[src/rtl/bp_pkg.sv]
// Shared types for the branch predictor: control-transfer encodings and BTB payload.
package bp_pkg;

  typedef enum logic [1:0] {
    BP_COND = 2'b00,
    BP_JUMP = 2'b01,
    BP_CALL = 2'b10,
    BP_RET  = 2'b11
  } bp_type_e;

  // Width-independent part of a BTB entry; valid, tag and ctr are sized by the instance.
  typedef struct packed {
    bp_type_e    btype;
    logic [31:0] target;
  } btb_entry_t;

  function automatic logic [31:0] pc_plus4(input logic [31:0] pc);
    return pc + 32'd4;
  endfunction

endpackage

[src/rtl/bp_ras.sv]
// Circular return-address stack, updated non-speculatively at EX resolution.
module bp_ras
  import bp_pkg::*;
#(
  parameter int unsigned DEPTH = 4
) (
  input  logic        clk,
  input  logic        rst,
  input  logic        push_i,
  input  logic        pop_i,
  input  logic [31:0] data_i,
  output logic [31:0] top_o,
  output logic        empty_o
);

  localparam int unsigned PTR_W = (DEPTH > 1) ? $clog2(DEPTH) : 1;
  localparam int unsigned CNT_W = $clog2(DEPTH + 1);

  logic [31:0]      mem_q [DEPTH];
  logic [PTR_W-1:0] ptr_q, ptr_d;
  logic [CNT_W-1:0] cnt_q, cnt_d;

  // ptr_q is the next free slot; a full push overwrites the oldest entry.
  always_comb begin
    ptr_d = ptr_q;
    cnt_d = cnt_q;
    if (push_i) begin
      ptr_d = ptr_q + PTR_W'(1);
      if (cnt_q != CNT_W'(DEPTH)) cnt_d = cnt_q + CNT_W'(1);
    end else if (pop_i && cnt_q != '0) begin
      ptr_d = ptr_q - PTR_W'(1);
      cnt_d = cnt_q - CNT_W'(1);
    end
  end

  always_ff @(posedge clk or negedge rst) begin
    if (!rst) begin
      ptr_q <= '0;
      cnt_q <= '0;
    end else begin
      ptr_q <= ptr_d;
      cnt_q <= cnt_d;
    end
  end

  always_ff @(posedge clk) begin
    if (push_i) mem_q[ptr_q] <= data_i;
  end

  assign top_o   = mem_q[ptr_q - PTR_W'(1)];
  assign empty_o = (cnt_q == '0);

endmodule

[src/rtl/branch_predictor.sv]
// Direct-mapped BTB with saturating counters; optional return-address stack under BP_RAS_EN.
module branch_predictor
  import bp_pkg::*;
#(
  parameter int unsigned ENTRIES   = 16,
  parameter int unsigned TAG_W     = 8,
  parameter int unsigned CTR_W     = 2,
  parameter int unsigned RAS_DEPTH = 4
) (
  input  logic        clk,
  input  logic        rst,
  input  logic [31:0] if_pc,
  output logic        pred_taken,
  output logic [31:0] pred_target,
  input  logic        upd_valid,
  input  logic [31:0] upd_pc,
  input  logic [1:0]  upd_type,
  input  logic        upd_taken,
  input  logic [31:0] upd_target,
  input  logic        upd_pred_taken,
  input  logic [31:0] upd_pred_target,
  output logic        mispredict,
  output logic [31:0] recover_pc,
  output logic [31:0] br_cnt,
  output logic [31:0] miss_cnt
);

  localparam int unsigned IDX_W = $clog2(ENTRIES);
  localparam logic [CTR_W-1:0] CTR_MAX  = '1;
  localparam logic [CTR_W-1:0] CTR_INIT = CTR_W'(1 << (CTR_W - 1));

  if (ENTRIES < 2 || (ENTRIES & (ENTRIES - 1)) != 0 || CTR_W < 1 ||
      RAS_DEPTH < 2 || (RAS_DEPTH & (RAS_DEPTH - 1)) != 0 ||
      IDX_W + TAG_W + 2 > 32) begin : g_param_err
    $error("branch_predictor: illegal parameter combination");
  end

  logic             valid_q [ENTRIES];
  logic [CTR_W-1:0] ctr_q   [ENTRIES];
  logic [TAG_W-1:0] tag_q   [ENTRIES];
  btb_entry_t       ent_q   [ENTRIES];
  logic [31:0]      br_cnt_q, miss_cnt_q;

  logic [IDX_W-1:0] lk_idx, up_idx;
  logic [TAG_W-1:0] lk_tag, up_tag;
  logic             lk_hit, up_hit, up_wr;
  logic [CTR_W-1:0] ctr_d;
  logic [31:0]      ret_target;

  assign lk_idx = if_pc[IDX_W+1:2];
  assign lk_tag = if_pc[IDX_W+TAG_W+1:IDX_W+2];
  assign lk_hit = valid_q[lk_idx] && (tag_q[lk_idx] == lk_tag);

  assign up_idx = upd_pc[IDX_W+1:2];
  assign up_tag = upd_pc[IDX_W+TAG_W+1:IDX_W+2];
  assign up_hit = valid_q[up_idx] && (tag_q[up_idx] == up_tag);
  assign up_wr  = upd_valid && (up_hit || upd_taken);

`ifdef BP_RAS_EN
  logic [31:0] ras_top;
  logic        ras_empty;

  bp_ras #(.DEPTH(RAS_DEPTH)) u_ras (
    .clk     (clk),
    .rst     (rst),
    .push_i  (upd_valid && upd_type == BP_CALL),
    .pop_i   (upd_valid && upd_type == BP_RET),
    .data_i  (pc_plus4(upd_pc)),
    .top_o   (ras_top),
    .empty_o (ras_empty)
  );

  assign ret_target = ras_empty ? ent_q[lk_idx].target : ras_top;
`else
  assign ret_target = ent_q[lk_idx].target;
`endif

  // IF lookup: sees only committed state, so same-cycle updates are not bypassed.
  always_comb begin
    pred_taken  = 1'b0;
    pred_target = pc_plus4(if_pc);
    if (lk_hit) begin
      case (ent_q[lk_idx].btype)
        BP_COND: begin
          if (ctr_q[lk_idx][CTR_W-1]) begin
            pred_taken  = 1'b1;
            pred_target = ent_q[lk_idx].target;
          end
        end
        BP_RET: begin
          pred_taken  = 1'b1;
          pred_target = ret_target;
        end
        default: begin
          pred_taken  = 1'b1;
          pred_target = ent_q[lk_idx].target;
        end
      endcase
    end
  end

  assign mispredict = upd_valid && ((upd_taken != upd_pred_taken) ||
                                    (upd_taken && upd_target != upd_pred_target));
  assign recover_pc = upd_taken ? upd_target : pc_plus4(upd_pc);

  // Saturating counter step on a hit; fresh allocations start weakly taken.
  always_comb begin
    ctr_d = ctr_q[up_idx];
    if (!up_hit) begin
      ctr_d = CTR_INIT;
    end else if (upd_taken) begin
      if (ctr_q[up_idx] != CTR_MAX) ctr_d = ctr_q[up_idx] + CTR_W'(1);
    end else begin
      if (ctr_q[up_idx] != '0) ctr_d = ctr_q[up_idx] - CTR_W'(1);
    end
  end

  always_ff @(posedge clk or negedge rst) begin
    if (!rst) begin
      for (int unsigned i = 0; i < ENTRIES; i++) begin
        valid_q[i] <= 1'b0;
        ctr_q[i]   <= '0;
      end
      br_cnt_q   <= '0;
      miss_cnt_q <= '0;
    end else begin
      if (up_wr) begin
        valid_q[up_idx] <= 1'b1;
        ctr_q[up_idx]   <= ctr_d;
      end
      if (upd_valid && br_cnt_q != '1) br_cnt_q <= br_cnt_q + 32'd1;
      if (mispredict && miss_cnt_q != '1) miss_cnt_q <= miss_cnt_q + 32'd1;
    end
  end

  // Tag and payload need no reset: they are qualified by valid_q.
  always_ff @(posedge clk) begin
    if (up_wr) begin
      tag_q[up_idx]       <= up_tag;
      ent_q[up_idx].btype <= bp_type_e'(upd_type);
      if (upd_taken) ent_q[up_idx].target <= upd_target;
    end
  end

  assign br_cnt   = br_cnt_q;
  assign miss_cnt = miss_cnt_q;

endmodule
[config.mk]
export PLATFORM = sky130hd
export DESIGN_NAME = branch_predictor
export DESIGN_NICKNAME = d
export VERILOG_FILES = /design/src/rtl/bp_pkg.sv /design/src/rtl/bp_ras.sv /design/src/rtl/branch_predictor.sv
export SDC_FILE = /design/constraint.sdc
export NUM_CORES = 1
export LEC_CHECK = 0
export ABC_AREA = 0
export CAP_MARGIN = 30
export CORE_MARGIN = 4
export CORE_UTILIZATION = 35
export CTS_BUF_LIST = sky130_fd_sc_hd__clkbuf_16
export DETAILED_ROUTE_END_ITERATION = 8
export GPL_TIMING_DRIVEN = 0
export PLACE_DENSITY = 0.56
export RECOVER_POWER = 25
export SYNTH_ARGS = -nofsm -noshare
export SYNTH_HDL_FRONTEND = slang
export SYNTH_SLANG_ARGS = --single-unit
[constraint.sdc]
create_clock -name clk -period 5.2 [get_ports clk]
set_clock_uncertainty 0.05 [all_clocks]
set_input_delay 1.04 -clock clk [delete_from_list [all_inputs] [get_ports clk]]
set_output_delay 1.04 -clock clk [all_outputs]
set_load 0.01 [all_outputs]
Word-level counts from Yosys, hierarchy flattened
Memory sizes are Yosys's and may differ from the RTL's.
Index checks and enable logic that the tools add are counted.
{ "totals": {"ram_bits": 672, "word_cells": 100, "n_memories": 2, "register_bits": 112, "out_inout_bits": 130} }
{ "classes": {"reduce_logical": 12, "eq_ne": 7, "n_bitwise": 3, "order_cmp": 3, "addsub": 6, "muxes": 33} }
{ "memory_table": {"columns": ["name", "words", "width", "rd", "rd_clocked_by_memory_dff", "wr", "line", "source"], "rows": [
  ["ent_q", 16, 34, 1, 0, 1, "branch_predictor.sv:41", "btb_entry_t ent_q [ENTRIES];"],
  ["tag_q", 16, 8, 2, 0, 1, "branch_predictor.sv:40", "logic [TAG_W-1:0] tag_q [ENTRIES];"]
]} }
{ "ops": {"columns": ["op", "n"], "rows": [
  ["$mux 32", 4],
  ["$add 32x1->32 const B", 2],
  ["$add 32x3->32 const B", 2],
  ["$ne 32x32->1 const B", 2],
  ["$bwmux 32", 1],
  ["$ne 32x32->1", 1],
  ["$mux 2", 9],
  ["$bmux 2 s4", 2],
  ["$eq 8x8->1", 2],
  ["$or 16x16->16", 1],
  ["$mux 1", 13],
  ["$ge 5x5->1 const B", 2],
  ["$not 4->5", 2],
  ["$bmux 1 s4", 2],
  ["$demux 2 s4", 1],
  ["$logic_and 1x1->1", 8],
  ["$lt 5x1->1 const B", 1],
  ["$demux 1 s4", 1],
  ["$add 2x1->2 const B", 1],
  ["$logic_not 2->1", 1],
  ["$logic_or 1x1->1", 2],
  ["$ne 2x2->1 const B", 1],
  ["$reduce_bool 2->1", 1],
  ["$sub 2x1->2 const B", 1],
  ["$ne 1x1->1", 1]
]} }

Longest topological paths before layout
Gate-level depths: netlist of run 1.
{ "depth": {"ltp_word": 9, "ltp_mapped": 14, "mapped_depth_nobuf": 8} }

Least setup slack after synthesis of run 1
OpenSTA, ideal clock, no wires.
{ "synth_timing": {"path_type": "input -> output", "from": "in if_pc[2]", "to": "out pred_target[11]", "required_ns": 4.110, "arrival_time_ns": 3.741, "slack_ns": 0.369, "path_stages": 9, "cell_sequence": "buf_2 mux4_2 mux4_2 xnor2_1 nand2_1 a2111oi_4 nand2_1 buf_2 mux2_1"} }
{ "synth_via": {"elab_chain_len": 7, "elab_cells_between_ends": 16, "cone_classes": "1 x add/sub; 1 x eq/ne; 9 x mux; 1 x bitwise; 2 x reduce/logical; 2 x memory"} }
{ "synth_rtl": {"columns": ["item", "line", "source"], "rows": [
  ["from (decl)", "branch_predictor.sv:12", "input logic [31:0] if_pc,"],
  ["parallel branches: the longest is 6 deep, another holds $add 32x3->32", null, null],
  ["$mux 32 (*)", "branch_predictor.sv:82", "if (lk_hit) begin"],
  ["to (decl)", "branch_predictor.sv:14", "output logic [31:0] pred_target,"]
]} }
Every way passes the cells marked *. The select of a mux whose other input is x is not followed.

Worst setup path in the final report of run 1
Same ends and word-level chain as after synthesis.

==> flow_summary.yaml, run 1 <==
global_routing:
  grt_pass1_wl_um: 162000
  antenna_found_initial: 11
  grt_pass1_vias: 22500
  grt-ovfl-total: 0
  grt_use_total: 0.217
  grt_start_max_net_pins: 65
synth:
  syn_nets: 2264
  netlist_area_um2: 34600
  ys_warn_count: 0
  synth-edff-count: 672
  synth_top_area_cell: "edfxtp_1"
  yosysSeqAreaShare: 0.664
  syn_avg_cell_area_um2: 16.3
  yosysTopAreaCellShare: 0.583
  ys_seq_elements: 784
  ys_types: 63
  synth_flop_cell: "edfxtp_1"
  async_flop_share: 0.143
  synth_area_leaders: "edfxtp_1 (58%), mux4_2 (11%), dfrtp_1 (8.1%)"
  netlist_instances: 2122
  synth_commonest_cells: "edfxtp_1 (672), mux4_2 (163), mux2i_1 (154)"
  yosysMostFrequentCell: "edfxtp_1"
sta:
  fin_crit_ns: 5.19
  setup_ws_ns: 0.00824
  grt_setup_unrepaired: "yes"
  final_max_slew_viol_count: 49
  slew-limit-headroom: -0.950
  finalCritPeriodShare: 0.998
  fmax_mhz: 193
  worst_pin_slew_ns: 2.92
  hold_viol_final: 0
  setup_viol: 0
floorplan:
  design.core.area_um2: 98300
  die_area_um2: 104000
  rows: 115
  die_x_um: 323
  dieHeight_um: 323
  initial_utilization: 0.352
  io_pins: 265
finish:
  area_growth_pct: 25.3
  final_nets: 2659
  drive_above_1_share: 0.221
  fin_util: 0.442
detailed_routing:
  vias: 22200
  wl_per_cell_um: 29.6
  drc: 0
  antenna_left: 0
  wl_um: 115000
  dr.pass1.iters: 5
  viasPerCell: 5.73
  dr.first_iter.drc_count: 2454
critical_path:
  arrival_ns: 4.10
  criticalPathCategory: "primary input to output pin"
  critPathCaptureType: "output pin"
  cp.required_ns: 4.11
  worstSetupStartpointType: "primary input"
  critPathMaxFanout: 6
  r2r_cells: 10
cts:
  clkLatencyLatePin_ns: 0.66
  htree_num_levels: 3
  root_buffer: "clkbuf_16"
  ctsHoldBuffers: 0
  cts_sinks: 784
  numCtsBuffers: 85
  clockBufferDepth: 3
  tritoncts: "built"
  clkTransAtPathRegs_ns: 0.06
placed_design:
  preCtsSetupSlack_ns: -2.89
  portBuffers: 262
  place.gp.congestion: 0.905
  hpwl_um: 80100
worst_hold_path:
  hold-path-cell-count: 1
  hold_path_class: "flop to flop"
status:
  status: "finished with violations"
  violations: "capacitance limit, slew limit"
power_and_ir_drop:
  powerDensity_nw_per_um2: 341
  power.leakage_nw: 15.1
  irDropWorstVdd_uv: 258
job:
  drv_cap: 1
==> report_power, final <==
group / total, mW / switching (mW) / internal, mW
sequential: 7.12 / 0.130 / 6.99
combinational: 1.61 / 0.918 / 0.692
clock: 6.08 / 2.57 / 3.51
==> worst paths after layout <==
path / to / startpoint / slack, ns
setup / recovery: pred_target[11] / if_pc[2] / 0.008
hold / removal: valid_q[5] / valid_q[5] / 0.44
setup reg to reg: tag_q[14][0] / tag_q[8][6] / 0.96
hold reg to reg: valid_q[5] / valid_q[5] / 0.44
max in group asynchronous: ctr_q[22] / rst / 2.17
min in group asynchronous: ctr_q[3] / rst / 1.27
==> kinds of logic (layout without fill, tap and decap cells) <==
family                     count (synthesis)  count (layout)  synth area share
muxes                                    324             324             0.153
DFF                                      784             784             0.664
buffers and inverters                    157             619            0.0201
AOI/OAI and AO/OA                        272             272            0.0607
other                                      0               2                 0
adders and majority gates                  9               9           0.00311
xor gates and xnor gates                 163             163            0.0412
and+or+nand+nor                          413             413            0.0584
==> registers in the layout (all words and copies together) (netlist names) <==
name / cells
ent_q: 544
tag_q: 128
br_cnt: 32
ctr_q: 32
miss_cnt: 32
valid_q: 16
==> stage by stage <==
stage	setup TNS (ns)	instance area [um^2]	power [mW]	cells	hold slack (ns)
after CTS	0	43200	14.9	3867	0.365
after global routing	-0.107	43400	15.3	3872	0.463
final	0	43400	14.8	3873	0.443
after global placement	-1397.17	38900	8.74	3671	0.427
after detailed placement	-281.13	39500	8.78	3700	0.431
after floorplan	0	34600	7.94	2122	0.405
==> placed cells by master, fill, tap and decap left out, drive strengths merged, types with 9 or more instances in the layout <==
| cell | count |
|---|---|
| clkdlybuf4s15 | 27 |
| mux2i | 154 |
| o21bai | 16 |
| nor3 | 34 |
| a21oi | 22 |
| a21o | 26 |
| bufinv | 10 |
| nand3 | 57 |
| clkbuf | 168 |
| nand2 | 138 |
| o31ai | 16 |
| xor2 | 95 |
| mux4 | 163 |
| o41ai | 16 |
| inv | 62 |
| edfxtp | 672 |
| xnor2 | 68 |
| nor2 | 64 |
| and4 | 12 |
| nand4 | 34 |
| a221oi | 76 |
| dfrtp | 112 |
| clkdlybuf4s50 | 183 |
| dlygate4sd2 | 15 |
| buf | 114 |
| a222oi | 9 |
| o21a | 22 |
| clkinv | 31 |
| nor4 | 25 |
| and3 | 18 |
| o21ai | 34 |
==> critical path: stages <==
cell and delay, ns:
buf_8 0.14, buf_12 0.15, mux4_2 0.56, a22o_1 0.31, or3_4 0.35, a2111oi_4 0.41, buf_4 0.20, nand2_4 0.11
buf_12 0.17, mux2_2 0.33, dlygate4sd2_1 0.31
==> area by class of cell <==
cell class | count | area, um^2
fill | 8604 | 54900
clock inverter | 69 | 679
inverter | 37 | 143
sequential | 784 | 23000
tap | 1287 | 1610
buffer | 117 | 957
multi-input combinational | 1181 | 11600
clock buffer | 85 | 2130
antenna | 2 | 5.00
timing repair buffer | 311 | 3260
==> what timing repair did <==
action                     4_1_cts  5_1_grt
setup buffers                   14        1
cloned                           2        2
gates resized for setup        371       89
setup endpoints to repair      201      129
pin swaps                       17        8
==> layer usage <==
metal,up-vias,wire length [um],global-route usage
met5,-,38,0
met4,6,1910,0.0455
met3,148,12100,0.0646
met2,1101,53800,0.349
met1,11600,46900,0.295
li1,9319,-,-
(Power assumes the default switching activity.)
==> run 2, diff against run 1 <==
Settings changed: CAP_MARGIN 30 to 20, RECOVER_POWER 25 to 50.
==> flow_summary.yaml, run 2 (synthesis results as in run 1) <==
finish:
  drive_above_1_share: 0.211
  final_nets: 2662
  final_cell_mix: "edfxtp_1 (672), mux4_2 (163), mux2i_1 (140)"
  final_common_cell: "edfxtp_1"
  design_area_um2: 43100
  largestRegisters: "ent_q (544), tag_q (128)"
  area_growth_pct: 24.6
  largest_register: "ent_q"
  largest_register_ffs: 544
cts:
  root_buffer: "clkbuf_16"
  numCtsBuffers: 85
  tritoncts: "built"
  cts_sinks: 784
  clkTransAtPathRegs_ns: 0.06
  clockBufferDepth: 3
  htree_num_levels: 3
  clkLatencyLatePin_ns: 0.65
sta:
  worst_pin_slew_ns: 2.81
  fmax_mhz: 194
  setup_viol: 0
  fin_crit_ns: 5.15
  worst_hold_slack_ns: 0.432
  hold_viol_final: 0
  final_max_slew_viol_count: 115
  setup_ws_ns: 0.0486
  grt_setup_unrepaired: "yes"
  slew-limit-headroom: -0.874
  finalCritPeriodShare: 0.991
critical_path:
  worstSetupStartpointType: "primary input"
  r2r-start: "tag_q[10][6]"
  arrival_ns: 4.06
  endpoint: "recover_pc[8]"
  cp.required_ns: 4.11
  critPathMaxFanout: 10
  rrSetupSlack_ns: 0.97
  criticalPathCategory: "primary input to output pin"
  r2r-end: "tag_q[11][6]"
  r2r_cells: 11
  critPathCaptureType: "output pin"
  setup.worst_path.start: "upd_pc[5]"
status:
  status: "finished with violations"
  violations: "capacitance limit, slew limit"
floorplan:
  io_pins: 265
  die_x_um: 323
  dieHeight_um: 323
  rows: 115
  design.core.area_um2: 98300
  die_area_um2: 104000
  initial_utilization: 0.352
detailed_routing:
  drc: 0
  dr.pass1.iters: 6
  vias: 22200
  wl_per_cell_um: 29.7
  antenna_left: 0
  wl_um: 115000
  viasPerCell: 5.74
  dr.first_iter.drc_count: 2402
global_routing:
  grt_start_max_net_pins: 65
  grt-ovfl-total: 0
  grt_pass1_wl_um: 163000
  antenna_found_initial: 13
  grt_pass1_vias: 22700
  grt_use_total: 0.217
job:
  drv_cap: 2
placed_design:
  place.gp.congestion: 0.905
  place_area_um2: 39500
  preCtsSetupSlack_ns: -2.91
  portBuffers: 262
  hpwl_um: 79900
power_and_ir_drop:
  powerDensity_nw_per_um2: 335
  power.leakage_nw: 15.0
  irDropWorstVdd_uv: 232
worst_hold_path:
  hold_path_class: "flop to flop"
## run 2: what timing repair did
item                       in CTS  in global routing
setup buffers                  14                  7
resized for setup             349                 85
setup endpoints to repair     211                148
cloned                          1                  2
pin swaps                      19                 10
hold buffers                    0                  0
## run 2: per-stage QoR
step	std cells	setup TNS, ns	utilization	power (mW)
finish	3878	0	0.439	14.5
global route	3877	-0.151	0.439	14.9
CTS	3866	0	0.438	14.6
detailed placement	3698	-282.75	0.402	8.78
global placement	3671	-1397.17	0.395	8.74
floorplan	2122	0	-	7.94
## run 2: cell type report
cell class	instances	area, um^2
diodes	2	5.00
inverters	37	143
plain buffers	117	967
repair buffers	314	3150
well taps	1287	1610
clock inverters	70	490
clock buffers	86	2150
fillers	8676	55100
multi-input cells	1181	11600
flip-flops and latches	784	23000
## run 2: layer usage
metal / GRT usage / vias to the layer above / wire [um]
li1: - / 9314 / -
met1: 0.297 / 11700 / 47200
met2: 0.349 / 1099 / 53700
met3: 0.0558 / 167 / 11600
met4: 0.0547 / 4 / 2530
met5: 0 / - / 23
## run 2: how the worst min path moves through the flow
stage,start,endpoint,slack (ns),cells after the start
2_1_floorplan,valid_q[13],valid_q[13],0.40,1
3_3_place_gp,miss_cnt[27],miss_cnt[27],0.43,1
3_5_place_dp,valid_q[5],valid_q[5],0.43,1
4_1_cts,rst,ctr_q[3],0.39,1
5_1_grt,br_cnt[23],br_cnt[23],0.45,1
6_report,miss_cnt[5],miss_cnt[5],0.43,1
## run 2: where the power goes
| group | total, mW | internal (mW) | switching (mW) |
|---|---|---|---|
| sequential | 7.12 | 6.99 | 0.129 |
| combinational | 1.59 | 0.674 | 0.920 |
| clock | 5.75 | 3.22 | 2.54 |
| total | 14.5 | 10.9 | 3.59 |
## run 2: worst max-delay path, stage by stage
cell	delay, ns
dlygate4sd2_1	0.32
buf_8	0.21
buf_6	0.21
clkbuf_4	0.26
nand3_1	0.20
nor2_4	0.15
buf_12	0.14
buf_4	0.11
nand2_1	0.06
xnor2_1	0.13
o21ai_0	0.55
clkdlybuf4s50_1	0.67
==> run 3, diff against run 2 <==
Settings changed: HOLD_SLACK_MARGIN set to 0.02.
==> results of run 3 <==
Same layout as run 2: the final DEF is identical, and so are final timing and power.
